<file path="src/rtl/stage_fetch_if.sv">
// rtl/stage_fetch_if.sv - fetch stage bundle: redirect/stall controls, instruction ROM port, F/D latch and counters
interface stage_fetch_if;
  logic        stall;
  logic        take_branch;
  logic [31:0] pc_in;
  logic [11:0] imem_addr;
  logic [31:0] imem_q;
  logic [31:0] pc_out;
  logic [31:0] fd_insn;
  logic [31:0] fd_pc_plus_4;
  logic        fd_valid;
  logic        flush_dx;
  logic [31:0] fetch_count;
  logic [15:0] bubble_count;

  modport master (
    input  stall, take_branch, pc_in, imem_q,
    output imem_addr, pc_out, fd_insn, fd_pc_plus_4, fd_valid,
           flush_dx, fetch_count, bubble_count
  );

  modport slave (
    output stall, take_branch, pc_in, imem_q,
    input  imem_addr, pc_out, fd_insn, fd_pc_plus_4, fd_valid,
           flush_dx, fetch_count, bubble_count
  );
endinterface

</file>
<file path="src/rtl/stage_fetch.sv">
// rtl/stage_fetch.sv - instruction fetch stage with PC, synchronous ROM addressing and the F/D latch
module stage_fetch (
  input  logic          clock,
  input  logic          reset,
  stage_fetch_if.master bus
);
  localparam logic [1:0] FILL   = 2'd0;
  localparam logic [1:0] RUN    = 2'd1;
  localparam logic [1:0] SQUASH = 2'd2;

  logic [31:0] pc;
  logic [31:0] fetch_pc;
  logic [1:0]  state;
  logic [31:0] fd_insn;
  logic [31:0] fd_pc_plus_4;
  logic        fd_valid;
  logic [31:0] fetch_count;
  logic [15:0] bubble_count;
  logic        replay;
  logic [15:0] bubble_next;

  // While stalled in RUN, re-read fetch_pc so imem_q still holds its word on release.
  assign replay        = (state == RUN) && bus.stall && !bus.take_branch;
  assign bus.imem_addr = replay ? fetch_pc[11:0] : pc[11:0];
  assign bus.flush_dx  = bus.take_branch;

  assign bus.pc_out       = pc;
  assign bus.fd_insn      = fd_insn;
  assign bus.fd_pc_plus_4 = fd_pc_plus_4;
  assign bus.fd_valid     = fd_valid;
  assign bus.fetch_count  = fetch_count;
  assign bus.bubble_count = bubble_count;

  assign bubble_next = (bubble_count == 16'hFFFF) ? bubble_count : bubble_count + 16'd1;

  always_ff @(posedge clock or posedge reset) begin
    if (reset) begin
      pc           <= 32'd0;
      fetch_pc     <= 32'd0;
      state        <= FILL;
      fd_insn      <= 32'd0;
      fd_pc_plus_4 <= 32'd0;
      fd_valid     <= 1'b0;
      fetch_count  <= 32'd0;
      bubble_count <= 16'd0;
    end else if (bus.take_branch) begin
      pc           <= bus.pc_in;
      fetch_pc     <= pc;
      state        <= SQUASH;
      fd_insn      <= 32'd0;
      fd_pc_plus_4 <= 32'd0;
      fd_valid     <= 1'b0;
      bubble_count <= bubble_next;
    end else if (!bus.stall) begin
      fetch_pc <= pc;
      pc       <= pc + 32'd1;
      state    <= RUN;
      if (state == RUN) begin
        fd_insn      <= bus.imem_q;
        fd_pc_plus_4 <= fetch_pc + 32'd1;
        fd_valid     <= 1'b1;
        fetch_count  <= fetch_count + 32'd1;
      end else begin
        // FILL/SQUASH: imem_q does not yet hold a word from the current stream.
        fd_insn      <= 32'd0;
        fd_pc_plus_4 <= 32'd0;
        fd_valid     <= 1'b0;
        bubble_count <= bubble_next;
      end
    end
  end
endmodule

</file>
<file path="src/flat_wrapper.sv">
// flat-port wrapper written by rule: the top's interface ports become plain ports
module stage_fetch_flat 
  (clock, reset, bus_stall, bus_take_branch, bus_pc_in, bus_imem_q, bus_imem_addr, bus_pc_out, bus_fd_insn, bus_fd_pc_plus_4, bus_fd_valid, bus_flush_dx, bus_fetch_count, bus_bubble_count);
  stage_fetch_if bus_i ();
  input  logic clock;
  input  logic reset;
  input wire logic [$bits(bus_i.stall)-1:0] bus_stall;
  input wire logic [$bits(bus_i.take_branch)-1:0] bus_take_branch;
  input wire logic [$bits(bus_i.pc_in)-1:0] bus_pc_in;
  input wire logic [$bits(bus_i.imem_q)-1:0] bus_imem_q;
  output wire logic [$bits(bus_i.imem_addr)-1:0] bus_imem_addr;
  output wire logic [$bits(bus_i.pc_out)-1:0] bus_pc_out;
  output wire logic [$bits(bus_i.fd_insn)-1:0] bus_fd_insn;
  output wire logic [$bits(bus_i.fd_pc_plus_4)-1:0] bus_fd_pc_plus_4;
  output wire logic [$bits(bus_i.fd_valid)-1:0] bus_fd_valid;
  output wire logic [$bits(bus_i.flush_dx)-1:0] bus_flush_dx;
  output wire logic [$bits(bus_i.fetch_count)-1:0] bus_fetch_count;
  output wire logic [$bits(bus_i.bubble_count)-1:0] bus_bubble_count;
  assign bus_i.stall = bus_stall;
  assign bus_i.take_branch = bus_take_branch;
  assign bus_i.pc_in = bus_pc_in;
  assign bus_i.imem_q = bus_imem_q;
  assign bus_imem_addr = bus_i.imem_addr;
  assign bus_pc_out = bus_i.pc_out;
  assign bus_fd_insn = bus_i.fd_insn;
  assign bus_fd_pc_plus_4 = bus_i.fd_pc_plus_4;
  assign bus_fd_valid = bus_i.fd_valid;
  assign bus_flush_dx = bus_i.flush_dx;
  assign bus_fetch_count = bus_i.fetch_count;
  assign bus_bubble_count = bus_i.bubble_count;
  stage_fetch u_core (.clock(clock), .reset(reset), .bus(bus_i));
endmodule
</file>
<file path="config.mk">
export PLATFORM = sky130hd
export DESIGN_NAME = stage_fetch_flat
export DESIGN_NICKNAME = d
export VERILOG_FILES = /design/src/rtl/stage_fetch_if.sv /design/src/rtl/stage_fetch.sv /design/src/flat_wrapper.sv
export SDC_FILE = /design/constraint.sdc
export NUM_CORES = 1
export LEC_CHECK = 0
export ABC_AREA = 1
export CAP_MARGIN = 20
export CORE_MARGIN = 1.5
export CORE_UTILIZATION = 30
export CTS_CLUSTER_DIAMETER = 150
export DETAILED_ROUTE_END_ITERATION = 7
export SYNTH_ARGS = -nofsm -noshare
export SYNTH_HDL_FRONTEND = slang
export SYNTH_SLANG_ARGS = --single-unit
</file>
<file path="constraint.sdc">
create_clock -name clock -period 6.5 [get_ports clock]
set_input_delay 1.3 -clock clock [delete_from_list [all_inputs] [get_ports clock]]
set_output_delay 1.3 -clock clock [all_outputs]
set_load 0.005 [all_outputs]
</file>
### After elaboration in Yosys (flattened, before gate mapping)

Cells that the tools add are included.

* output and inout bits: 158
* input bits: 68
* bits in latches: 0
* memory bits (read-only): 0
* word-level logic and storage cells: 43
* RAM bits: 0
* memories kept: 0
* bits in registers: 179

* shift operators: 0
* order comparisons: 0
* bitwise logic cells: 2
* muxes and demuxes: 20
* multiply operators: 0
* $add $sub $neg: 4
* equal/unequal tests: 4
* reduce and logical (&&, ||, !) cells: 5
* div/mod/pow operators: 0

Operators with widths (count)
* $mux 32: 10
* $add 32x1->32 const B: 3
* $mux 16: 4
* $add 16x1->16 const B: 1
* $eq 16x16->1 const B: 1
* $mux 12: 1
* $mux 2: 2
* $mux 1: 3
* $reduce_and 3->1: 1
* $eq 2x1->1 const B: 1
* $logic_and 1x1->1: 2
* $ne 2x1->1 const B: 1
* $ne 2x2->1 const B: 1
* $not 1->1: 2
* $reduce_and 2->1: 1
* $logic_not 1->1: 1

### Logic depth before layout (Yosys ltp)

* depth in word-level cells: 5
* gate-level depth with buffers: 11
* gate-level depth less buffers: 10

### Worst setup path after synthesis

No wires, ideal clock.

* path kind: input to output
* from: input bus_take_branch
* to: output bus_imem_addr[0]
* buffers on the path: 2
* slack: 3.137 ns
* required time: 5.200 ns
* stages on the path: 5
* arrival: 2.063 ns
* cells stage by stage: buf_6 -> nor2_1 -> nand2_1 -> clkbuf_1 -> o21ai_0

* longest elaborated chain between the ends: 3

Ends and longest elaborated chain
* start: declaration: line flat_wrapper.sv:8 `input wire logic [$bits(bus_i.take_branch)-1:0] bus_take_branch;`
* $logic_not 1->1: line stage_fetch.sv:23 `assign replay = (state == RUN) && bus.stall && !bus.take_branch;`
* $logic_and 1x1->1: line stage_fetch.sv:23
* $mux 12: line stage_fetch.sv:24 `assign bus.imem_addr = replay ? fetch_pc[11:0] : pc[11:0];`
* end: declaration: line flat_wrapper.sv:11 `output wire logic [$bits(bus_i.imem_addr)-1:0] bus_imem_addr;`

Every way passes these cells.

### Worst setup path after layout

* from: input bus_stall
* to: output bus_imem_addr[7]

* longest elaborated chain between the ends: 3

Ends and longest elaborated chain
* start: declaration: line flat_wrapper.sv:7 `input wire logic [$bits(bus_i.stall)-1:0] bus_stall;`
* $logic_and 1x1->1 (2 in series): line stage_fetch.sv:23
* $mux 12: line stage_fetch.sv:24

Every way passes these cells.

==> results.py <==
metrics = {
    "critical_path": {
        "endpoint_kind": "output port",
        "worst_path_dominant_cell_family": "buffers and inverters",
        "setup.worst_path.start": "bus_stall",
        "worstPathCellList": "clkdlybuf4s50_1, nand2_1, o21ai_0, clkdlybuf4s50_1",
        "regToRegStartpoint": "u_core.bus.bubble_count[0]",
        "slowest_stage": "clkdlybuf4s50_1",
        "crit_fanout": 24,
        "critPathLaunchType": "input port",
        "worst-path-buf-inv": 2,
        "max_stage_delay_ps": 640,
        "crit_path_frequent_cell": "clkdlybuf4s50_1",
        "worstSetupPathType": "in -> out",
        "cp.arrival_ps": 3360,
        "required_ps": 5200,
    },
    "layout": {
        "antenna_cells": 0,
        "syn_to_final_growth_pct": 32.6,
        "ff_latch_area_mm2": 0.00448,
        "fin_nets": 1610,
        "fillers": 3225,
        "multi_input_area_mm2": 0.00450,
        "drive_above_1_share_pct": 4.26,
    },
    "timing": {
        "fin_tns_setup_ps": 0,
        "relSlewSlack_pct": 32.8,
        "rsz0062_at_grt": "false",
        "final_max_slew_viol_count": 0,
        "setup_viol": 0,
        "finalCritPeriodShare_pct": 71.7,
        "max_freq_mhz": 215,
        "fin_skew_ps": 10.5,
        "worst_slew_pin_slew_ps": 1010,
        "final_hold_viol_count": 0,
        "period_needed_ps": 4660,
    },
    "synth": {
        "synthCells": 1326,
        "yosysUniqueCellTypes": 37,
        "synth-seq-cells": 179,
        "yosysSeqAreaShare_pct": 46.3,
        "async_flop_share_pct": 100,
        "synth-edff-count": 0,
        "yosys-top-cells-count": "nand2_1 (486), dfrtp_1 (179), nor2_1 (148)",
        "yosys.area.top_type": "dfrtp_1",
        "synth_area_mm2": 0.00968,
        "yosys-top-cells-area": "dfrtp_1 (46%), nand2_1 (19%), nor2_1 (5.7%)",
        "synthFlopType": "dfrtp_1",
        "synth_nets": 1398,
        "avgSynthCellArea_um2": 7.30,
        "yosysMostFrequentCell": "nand2_1",
        "synth_top_area_share_pct": 46.3,
        "yosys_warnings": 0,
    },
    "global_route": {
        "grt_max_degree": 99,
        "grt_use_met3_pct": 3.07,
        "antenna_found_initial": 0,
        "grt_use_met1_pct": 26.0,
        "top_usage_layer": "met2",
        "use_met2_pct": 30.1,
        "grt_first_pass_wirelength_um": 48900,
        "grt_use_total_pct": 18.7,
        "first_global_vias": 8900,
        "overflow": 0,
    },
    "clock_tree": {
        "clockBufferDepth": 2,
        "cts_tree": "built",
        "htreeDepth": 4,
        "clk_latency_ps": 440,
        "clkSinkCount": 179,
        "cts-hold-fix-buffers": 0,
        "ctsResizeCount": 0,
        "cts_root_buffer": "clkbuf_16",
        "cts_buffers": 17,
        "post_cts_buffers": 0,
        "path_clk_slew_ps": 70,
    },
    "run": {
        "maxCapViolCount": 0,
    },
    "power_and_ir_drop": {
        "total_power_w": 0.00275,
        "powerDensity_mw_per_mm2": 214,
        "p_leak_nw": 5.81,
        "ir_drop_mv": 0.159,
    },
    "detailed_routing": {
        "drcViolationCount": 0,
        "finalWirelength_um": 30400,
        "drtIter0Drc": 696,
        "routed_via_density": 4.75,
        "post_drt_wl_per_cell_um": 15.6,
        "ant_nets": 0,
        "firstDrtPassIters": 5,
        "via_count": 9270,
    },
    "placement": {
        "portBuffers": 225,
        "gp_congestion": 0.901,
        "hpwlAfterDp_um": 22800,
    },
    "hold_path": {
        "hp-class": "reg -> reg",
        "hold_path.startpoint": "u_core.bus.fd_valid",
    },
    "outcome": {
        "status": "finished, final reports clean",
    },
    "die": {
        "ios": 226,
        "num_rows": 65,
        "die_h_um": 183,
        "die_x_um": 183,
        "start_util_pct": 30.6,
        "fp.coreArea_mm2": 0.0316,
        "die-area_mm2": 0.0333,
    },
}
final timing paths:
path / cells past startpoint / slack (ps) / endpoint
min in group asynchronous: 2 / 1410 / u_core.bus.fetch_count[14]
hold reg to reg: 2 / 470 / u_core.bus.fd_valid
setup / recovery: 4 / 1840 / bus_imem_addr[7]
max in group asynchronous: 3 / 3950 / u_core.bus.fd_insn[6]
hold / removal: 2 / 470 / u_core.bus.fd_valid
setup reg to reg: 10 / 4470 / u_core.bus.bubble_count[12]
layout by cell type (no fill, tap or decap), types with 12 or more instances in the layout:
cell,n
inv_1,131
nand3_1,99
xor2_1,18
nand2_1,485
dfrtp_1,179
a22o_1,33
nand4_1,17
a21oi_1,12
clkdlybuf4s50_1,225
xnor2_1,15
clkbuf_16,17
nor2_1,147
o21ai_0,81
through the flow:
step                      worst slack (ps)  instance area (um2)  util, %  hold WS, ps  std cells
after floorplan                        341                 9680        -          465       1326
after global placement                1880                12300     38.9          453       1921
after detailed placement              1800                12300     38.9          458       1921
after CTS                             1810                12800     40.6          476       1953
after global routing                  1580                12800     40.6          507       1953
final                                 1840                12800     40.6          474       1953
final cells by class:
cell class	count	area share, %
Clock buffer	18	3.34
Inverter	137	4.05
Tap cell	402	3.92
Timing Repair Buffer	231	17.9
Multi-Input combinational cell	972	35.1
Clock inverter	14	0.819
Sequential cell	179	34.9
worst reg2reg max path, cell delays in order (launching register included):
cell and delay (ps):
dfrtp_1 460, ha_1 350, inv_1 90, nor2_2 170, nand2_1 110, nor2_1 160
nor2_1 90, nand2_4 190, inv_2 170, nand2_1 90, nand2_1 50
routing by layer:
layer	vias up	part of all wire [%]
met2	296	46
met5	-	0
met4	0	1.2
li1	4643	-
met1	4309	47
met3	22	5.6
report_power, final:
part	switching, W	internal, W	total (W)
registers	0.000129	0.00119	0.00132
clock network	0.000475	0.000493	0.000968
logic	0.000234	0.000228	0.000461
total	0.000838	0.00191	0.00275
logic make-up after synthesis:
group / count (synthesis) / synth area share [%]
flip-flops: 179 / 46.3
buffers and inverters: 175 / 7.32
XOR/XNOR: 33 / 2.99
adder cells (fa/ha/maj): 4 / 0.517
AO/OA/AOI/OAI: 148 / 9.35
AND/OR/NAND/NOR: 787 / 33.5
registers in the layout, indices dropped and copies added, names as in the netlist:
name / cells
u_core.bus.bubble_count: 16
u_core.state: 2
u_core.fetch_pc: 32
u_core.bus.fd_pc_plus_4: 32
u_core.bus.pc_out: 32
u_core.bus.fd_valid: 1
u_core.bus.fetch_count: 32
u_core.bus.fd_insn: 32
(Power assumes the default switching activity.)
